**config.mk**
```make
export PLATFORM = sky130hd
export DESIGN_NAME = block_dispatch
export DESIGN_NICKNAME = d
export VERILOG_FILES = /design/src/rtl/tetris_pkg.sv /design/src/rtl/btn_sync_edge.sv /design/src/rtl/block_dispatch.sv
export SDC_FILE = /design/constraint.sdc
export NUM_CORES = 1
export LEC_CHECK = 0
export CORE_MARGIN = 2
export CORE_UTILIZATION = 31
export DETAILED_ROUTE_END_ITERATION = 8
export SKIP_CTS_REPAIR_TIMING = 1
export SYNTH_ARGS = -nofsm -noshare
export SYNTH_HDL_FRONTEND = slang
export SYNTH_SLANG_ARGS = --single-unit
```
**constraint.sdc**
```tcl
create_clock -name clk -period 14.06 [get_ports clk]
set_clock_uncertainty 0.2 [all_clocks]
set_input_delay 2.109 -clock clk [delete_from_list [all_inputs] [get_ports clk]]
set_output_delay 2.109 -clock clk [all_outputs]
set_load 0.01 [all_outputs]
```
**src/rtl/tetris_pkg.sv**
```systemverilog
// rtl/tetris_pkg.sv - shared game constants, FSM state type and random-draw helpers
package tetris_pkg;

    localparam int NUM_BLOCKS = 7;

    // Playfield size shared with the field block
    localparam int FIELD_W = 10;
    localparam int FIELD_H = 20;

    // x^16 + x^14 + x^13 + x^11 + 1, taps on bits 15,13,12,10
    localparam logic [15:0] LFSR_SEED = 16'hACE1;
    localparam logic [15:0] LFSR_TAPS = 16'hB400;

    typedef enum logic [1:0] {
        ST_IDLE,
        ST_SPAWN,
        ST_PLAY,
        ST_OVER
    } state_t;

    function automatic logic [15:0] lfsr_next(input logic [15:0] v);
        return {v[14:0], ^(v & LFSR_TAPS)};
    endfunction

    // Three random bits give 0..7; 7 is not a piece, so step on from the previous one
    function automatic logic [2:0] draw_piece(input logic [2:0] p, input logic [2:0] prev);
        if (p != 3'd7)
            return p;
        if (prev == 3'(NUM_BLOCKS - 1))
            return 3'd0;
        return prev + 3'd1;
    endfunction

endpackage

```
**src/rtl/btn_sync_edge.sv**
```systemverilog
// rtl/btn_sync_edge.sv - two-flop button synchronizer with one-pulse-per-press edge detect
module btn_sync_edge (
    input  logic clk,
    input  logic rst_n,
    input  logic i_btn,
    output logic o_pulse
);

    logic r_s1;
    logic r_s2;
    logic r_s2_d;

    // Synchronize the raw button, then keep a delayed copy for edge detection
    always_ff @(posedge clk or negedge rst_n) begin
        if (!rst_n) begin
            r_s1   <= 1'b0;
            r_s2   <= 1'b0;
            r_s2_d <= 1'b0;
        end else begin
            r_s1   <= i_btn;
            r_s2   <= r_s1;
            r_s2_d <= r_s2;
        end
    end

    assign o_pulse = r_s2 & ~r_s2_d;

endmodule

```
**src/rtl/block_dispatch.sv**
```systemverilog
// rtl/block_dispatch.sv - game-flow controller: piece draw, move pulses, gravity, score and level
module block_dispatch
    import tetris_pkg::*;
#(
    parameter int TICK_BASE = 25_000_000,
    parameter int TICK_STEP = 1_000_000,
    parameter int TICK_MIN  = 2_000_000,
    parameter int LEVEL_PTS = 100
) (
    input  logic        clk,
    input  logic        rst_n,
    input  logic        btn_start,
    input  logic        btn_left,
    input  logic        btn_right,
    input  logic        btn_down,
    input  logic        btn_rot,
    input  logic        next_block,
    input  logic [9:0]  score_plus,
    input  logic        gameover,
    output logic [9:0]  block_num,
    output logic        left,
    output logic        right,
    output logic        down,
    output logic [9:0]  ro,
    output logic [15:0] score,
    output logic [3:0]  level,
    output logic        playing
);

    localparam logic [15:0] LVL_PTS16  = 16'(LEVEL_PTS);
    localparam logic [31:0] TICK_MIN32 = 32'(TICK_MIN);
    localparam logic [31:0] TICK_BASE32 = 32'(TICK_BASE);

    logic w_start;
    logic w_left;
    logic w_right;
    logic w_down;
    logic w_rot;

    btn_sync_edge u_start (.clk(clk), .rst_n(rst_n), .i_btn(btn_start), .o_pulse(w_start));
    btn_sync_edge u_left  (.clk(clk), .rst_n(rst_n), .i_btn(btn_left),  .o_pulse(w_left));
    btn_sync_edge u_right (.clk(clk), .rst_n(rst_n), .i_btn(btn_right), .o_pulse(w_right));
    btn_sync_edge u_down  (.clk(clk), .rst_n(rst_n), .i_btn(btn_down),  .o_pulse(w_down));
    btn_sync_edge u_rot   (.clk(clk), .rst_n(rst_n), .i_btn(btn_rot),   .o_pulse(w_rot));

    state_t      r_state;
    logic [15:0] r_lfsr;
    logic        r_nb_q;
    logic [31:0] r_cnt;
    logic [31:0] r_period;
    logic [31:0] r_period_cur;
    logic [15:0] r_pts_acc;
    logic [15:0] r_score;
    logic [3:0]  r_level;
    logic [2:0]  r_block;
    logic        r_left;
    logic        r_right;
    logic        r_down;
    logic        r_ro0;
    logic        r_playing;

    logic signed [31:0] w_period_raw;
    logic [31:0]        w_period_next;
    logic               w_nb_edge;
    logic               w_tick;
    logic               w_add;
    logic               w_lvl_up;
    logic [16:0]        w_score_sum;
    logic [15:0]        w_score_next;
    logic [15:0]        w_pts_base;
    logic [16:0]        w_pts_sum;
    logic [15:0]        w_pts_next;

    assign w_period_raw  = TICK_BASE - TICK_STEP * $signed({28'd0, r_level});
    assign w_period_next = (w_period_raw < $signed(TICK_MIN)) ? TICK_MIN32 : w_period_raw;

    assign w_nb_edge = next_block & ~r_nb_q;
    assign w_tick    = (r_cnt == r_period_cur - 32'd1);
    assign w_add     = (r_state == ST_PLAY) && w_nb_edge;
    assign w_lvl_up  = (r_pts_acc >= LVL_PTS16);

    assign w_score_sum  = {1'b0, r_score} + {7'd0, score_plus};
    assign w_score_next = w_score_sum[16] ? 16'hFFFF : w_score_sum[15:0];

    // Level-up drains one LEVEL_PTS per cycle; leftover points carry to later cycles
    assign w_pts_base = r_pts_acc - (w_lvl_up ? LVL_PTS16 : 16'd0);
    assign w_pts_sum  = {1'b0, w_pts_base} + {7'd0, (w_add ? score_plus : 10'd0)};
    assign w_pts_next = w_pts_sum[16] ? 16'hFFFF : w_pts_sum[15:0];

    // Free-running random source and next_block edge history
    always_ff @(posedge clk or negedge rst_n) begin
        if (!rst_n) begin
            r_lfsr <= LFSR_SEED;
            r_nb_q <= 1'b0;
        end else begin
            r_lfsr <= lfsr_next(r_lfsr);
            r_nb_q <= next_block;
        end
    end

    // Gravity period follows the level one cycle later
    always_ff @(posedge clk or negedge rst_n) begin
        if (!rst_n)
            r_period <= TICK_BASE32;
        else
            r_period <= w_period_next;
    end

    // Game FSM with registered pulse outputs, gravity counter and score/level
    always_ff @(posedge clk or negedge rst_n) begin
        if (!rst_n) begin
            r_state      <= ST_IDLE;
            r_cnt        <= 32'd0;
            r_period_cur <= TICK_BASE32;
            r_pts_acc    <= 16'd0;
            r_score      <= 16'd0;
            r_level      <= 4'd0;
            r_block      <= 3'd0;
            r_left       <= 1'b0;
            r_right      <= 1'b0;
            r_down       <= 1'b0;
            r_ro0        <= 1'b0;
            r_playing    <= 1'b0;
        end else begin
            r_left    <= 1'b0;
            r_right   <= 1'b0;
            r_down    <= 1'b0;
            r_ro0     <= 1'b0;
            r_pts_acc <= w_pts_next;
            if (w_lvl_up && r_level != 4'd15)
                r_level <= r_level + 4'd1;

            case (r_state)
                ST_IDLE: begin
                    if (w_start) begin
                        r_state   <= ST_SPAWN;
                        r_playing <= 1'b1;
                    end
                end
                ST_SPAWN: begin
                    r_block      <= draw_piece(r_lfsr[2:0], r_block);
                    r_cnt        <= 32'd0;
                    // Level may have just been cleared, so take the live period here
                    r_period_cur <= w_period_next;
                    r_state      <= ST_PLAY;
                end
                ST_PLAY: begin
                    if (w_tick) begin
                        r_cnt        <= 32'd0;
                        r_period_cur <= r_period;
                    end else begin
                        r_cnt <= r_cnt + 32'd1;
                    end
                    if (w_nb_edge)
                        r_score <= w_score_next;
                    // Outputs stay quiet on the leaving cycle so none show in SPAWN/OVER
                    if (gameover) begin
                        r_state   <= ST_OVER;
                        r_playing <= 1'b0;
                    end else if (w_nb_edge) begin
                        r_state <= ST_SPAWN;
                    end else begin
                        r_left  <= w_left & ~w_right;
                        r_right <= w_right & ~w_left;
                        r_down  <= w_tick | w_down;
                        r_ro0   <= w_rot;
                    end
                end
                ST_OVER: begin
                    if (w_start) begin
                        r_score   <= 16'd0;
                        r_level   <= 4'd0;
                        r_pts_acc <= 16'd0;
                        r_state   <= ST_SPAWN;
                        r_playing <= 1'b1;
                    end
                end
                default: r_state <= ST_IDLE;
            endcase
        end
    end

    assign block_num = {7'd0, r_block};
    assign left      = r_left;
    assign right     = r_right;
    assign down      = r_down;
    assign ro        = {9'd0, r_ro0};
    assign score     = r_score;
    assign level     = r_level;
    assign playing   = r_playing;

endmodule

```
==> key figures <==
Run status
  • Outcome: completed

STA
  • Rel. slew slack: 22.0%
  • Worst-Margin Slew: 1.16 ns
  • Final Cycle Share: 39.9%
  • Hold Vio Cnt, Final: 0
  • Final Slew Violations: 0
  • Tmin final: 5.61 ns
  • Fmax: 178 MHz
  • TNS Setup: 0 ns
  • Setup violations, final: 0
  • RSZ-0062 raised after global routing: no

GRT
  • GR Util All Layers: 13.7%
  • Vias in the first global route: 7280
  • Largest net degree at the start of global routing: 77
  • Gr ovfl total: 0
  • Met2 Use GR: 23.2%
  • First-pass GRT wire length: 36700 um
  • Met3 Resource Use GR: 2.63%
  • Busiest layer in global routing: met2
  • Met1 Usage GRT: 17.8%
  • Initial antenna violation count: 0

Clocking
  • Worst-Skew Late Latency: 0.43 ns
  • Total CTS buffers: 17
  • Clk sinks: 148
  • Clk slew on worst S/H paths: 0.07 ns
  • H-tree depth: 4
  • Root Driver: clkbuf_16
  • TritonCTS clock tree: yes
  • CTS Buffer Depth: 2

Layout
  • Fill cells: 3111
  • Final instance area: 10900 um2
  • Total Nets Final: 1143
  • Share of layout cells above drive strength 1: 9.83%
  • Synthesis-to-finish area growth: 13.7%
  • Diode count: 0

Placed design
  • Post-Place Cell Area: 10300 um2
  • DP Wirelength: 15100 um
  • GPL Wtd Cong: 0.789
  • IO Port Bufs: 46

Synthesis
  • Avg Synthesized Cell Area: 9.20 um2
  • Post-synthesis mux area share: 2.92%
  • Mapped cell area: 9610 um2
  • Main synth FF type: dfrtp_1
  • Gate Count Post-Synth: 1044
  • Synth cell types: 92
  • Sequential area share after synthesis: 39.0%
  • Yosys Warn Count: 0
  • Post-Synth Adder-Cell Area: 8.23%
  • Combinational family with the most area after synthesis: simple AND/OR/NAND/NOR gates
  • Synth top area share: 30.2%
  • Area fraction in compound gates after synthesis: 15.5%
  • Post-synth top area cell: dfrtp_1
  • Synth area leaders: dfrtp_1, dfstp_2, ha_1
  • Post-synth EDFFs: 0
  • Post-synthesis xor/xnor area fraction: 6.55%
  • Fraction of the mapped netlist area in simple logic gates: 22.5%
  • Seq cells post-synth: 148
  • Fraction of registers with async set/reset: 100%

Pwr
  • VDD IR max: 0.000146 V
  • PD cells: 245 nW/um2
  • Leak pwr: 0.00445 uW

Critical path
  • CP Capture Type: flip-flop
  • Critical path arrival: 5.75 ns
  • Req. time, crit path: 14.20 ns
  • Crit path max fanout: 14
  • CP startpoint kind: input port
  • Critical path class: in2reg

Route
  • WL/cell: 14.5 um
  • Number of remaining DRC errors: 0
  • TritonRoute pass-1 iters: 4
  • Total Wirelength: 21400 um
  • Vias per cell: 5.00
  • DRT iter0 DRCs: 396
  • Vias post-DR: 7365
  • Final ANT Viol Nets: 0

Die
  • Die ar.: 32400 um2
  • Die Y: 180 um
  • Number of primary I/O pins: 63
  • Starting Density: 31.4%
  • Core area: 30600 um2
  • Die width: 180 um
  • Site Rows: 64

Min path
  • Hold Path Class: reg2reg

Run
  • Max_cap viols: 0
cell families after synthesis:
kind of cell    after synthesis
buf+inv                     110
fa+ha+maj                    59
xor+xnor                     71
simple gates                406
mux                          25
other cells                   1
flops                       148
compound gates              224
cells in the mapped netlist (all sizes together) (10+ instances only):
master and number:
ha 52, clkbuf 37, buf 29, nor3 44, xnor2 41, nor2b 14, dfrtp 116, or3 14
o21ai 71, a21oi 55, mux2i 24, nand2b 17, nand2 102, a31oi 14, xor2 30, dfstp 32
nor2 88, nand4 20, and2 13, nor4 16, a221o 10, inv 44, nor3b 10, nand3 26
where the power goes:
group	leakage, uW	switching, uW	internal [uW]
clock	0.000282	213	238
combinational	0.00232	881	636
sequential	0.00185	132	572
total	0.00445	1230	1450
worst paths after layout:
kind	from	depth (start not counted)	end	slack [ns]
min in group asynchronous	rst_n	1	score[14]$_DFFE_PN0P_	1.48
worst max-delay path	next_block	14	r_pts_acc[4]$_DFF_PN0_	8.45
worst min register to register	r_lfsr[8]$_DFF_PN0_	0	r_lfsr[9]$_DFF_PN0_	0.15
max in group asynchronous	rst_n	2	r_cnt[9]$_DFFE_PN0P_	10.73
worst min-delay path	r_lfsr[8]$_DFF_PN0_	0	r_lfsr[9]$_DFF_PN0_	0.15
worst max register to register	level[1]$_DFF_PN0_	13	r_period_cur[9]$_DFFE_PN0P_	8.60
routing by layer:
layer / wire (um) / part of all wire (%) / up-vias
met5: 0 / 0 / -
met4: 241 / 1.1 / 0
met3: 501 / 2.3 / 17
met2: 10600 / 49 / 91
met1: 10100 / 47 / 3546
li1: - / - / 3711
cell usage in the layout, fill, tap and decap left out, types with 21 or more instances in the layout:
cell type	synthesis	final
a21oi_1	54	54
o21ai_0	34	34
o21ai_1	37	37
clkdlybuf4s50_1	0	45
dfstp_2	32	32
xnor2_1	40	40
mux2i_1	21	21
dfrtp_1	116	116
nand2_1	102	102
nor3_1	42	42
xor2_1	30	30
nor2_1	88	88
nand3_1	26	26
inv_1	44	44
ha_1	52	51
final cells by class:
cell class | instances | area, um2 | area share, %
clock buffers | 17 | 425 | 3.90
clock inverters | 15 | 160 | 1.47
inverters | 44 | 165 | 1.51
multi-input cells | 801 | 5420 | 49.6
flip-flops and latches | 148 | 3740 | 34.3
well taps | 396 | 495 | 4.54
repair buffers | 53 | 514 | 4.71
per-stage QoR:
stage / utilization [%] / total power (uW) / instances / hold slack (ns) / setup WS [ns]
6_report: 35.7 / 2670 / 1474 / 0.150 / 8.45
5_1_grt: 35.7 / 2920 / 1474 / 0.154 / 8.08
4_1_cts: 35.7 / 2700 / 1474 / 0.152 / 8.46
3_5_place_dp: 33.8 / 2240 / 1442 / 0.136 / 8.00
3_3_place_gp: 33.8 / 2200 / 1442 / 0.133 / 8.09
2_1_floorplan: - / 1890 / 1059 / 0.131 / 8.95
sequential cells by signal (all words and copies together) (netlist names), 2 cells and up:
signal        count
score            16
r_lfsr           16
level             4
r_block           3
r_pts_acc        16
r_period         19
r_state           2
r_cnt            32
r_period_cur     19
critical path: stages:
cell and delay [ns]:
clkdlybuf4s50_1 0.50, nand2b_1 0.16, nor2_1 0.34, and2_1 0.19, ha_1 0.16, inv_1 0.05
fa_1 0.40, nand2b_1 0.18, a21oi_1 0.16, o21ai_0 0.16, a211oi_1 0.29, o21bai_1 0.18
or3_1 0.63, a21oi_1 0.24
No activity file was read; power rests on OpenSTA's default activity.
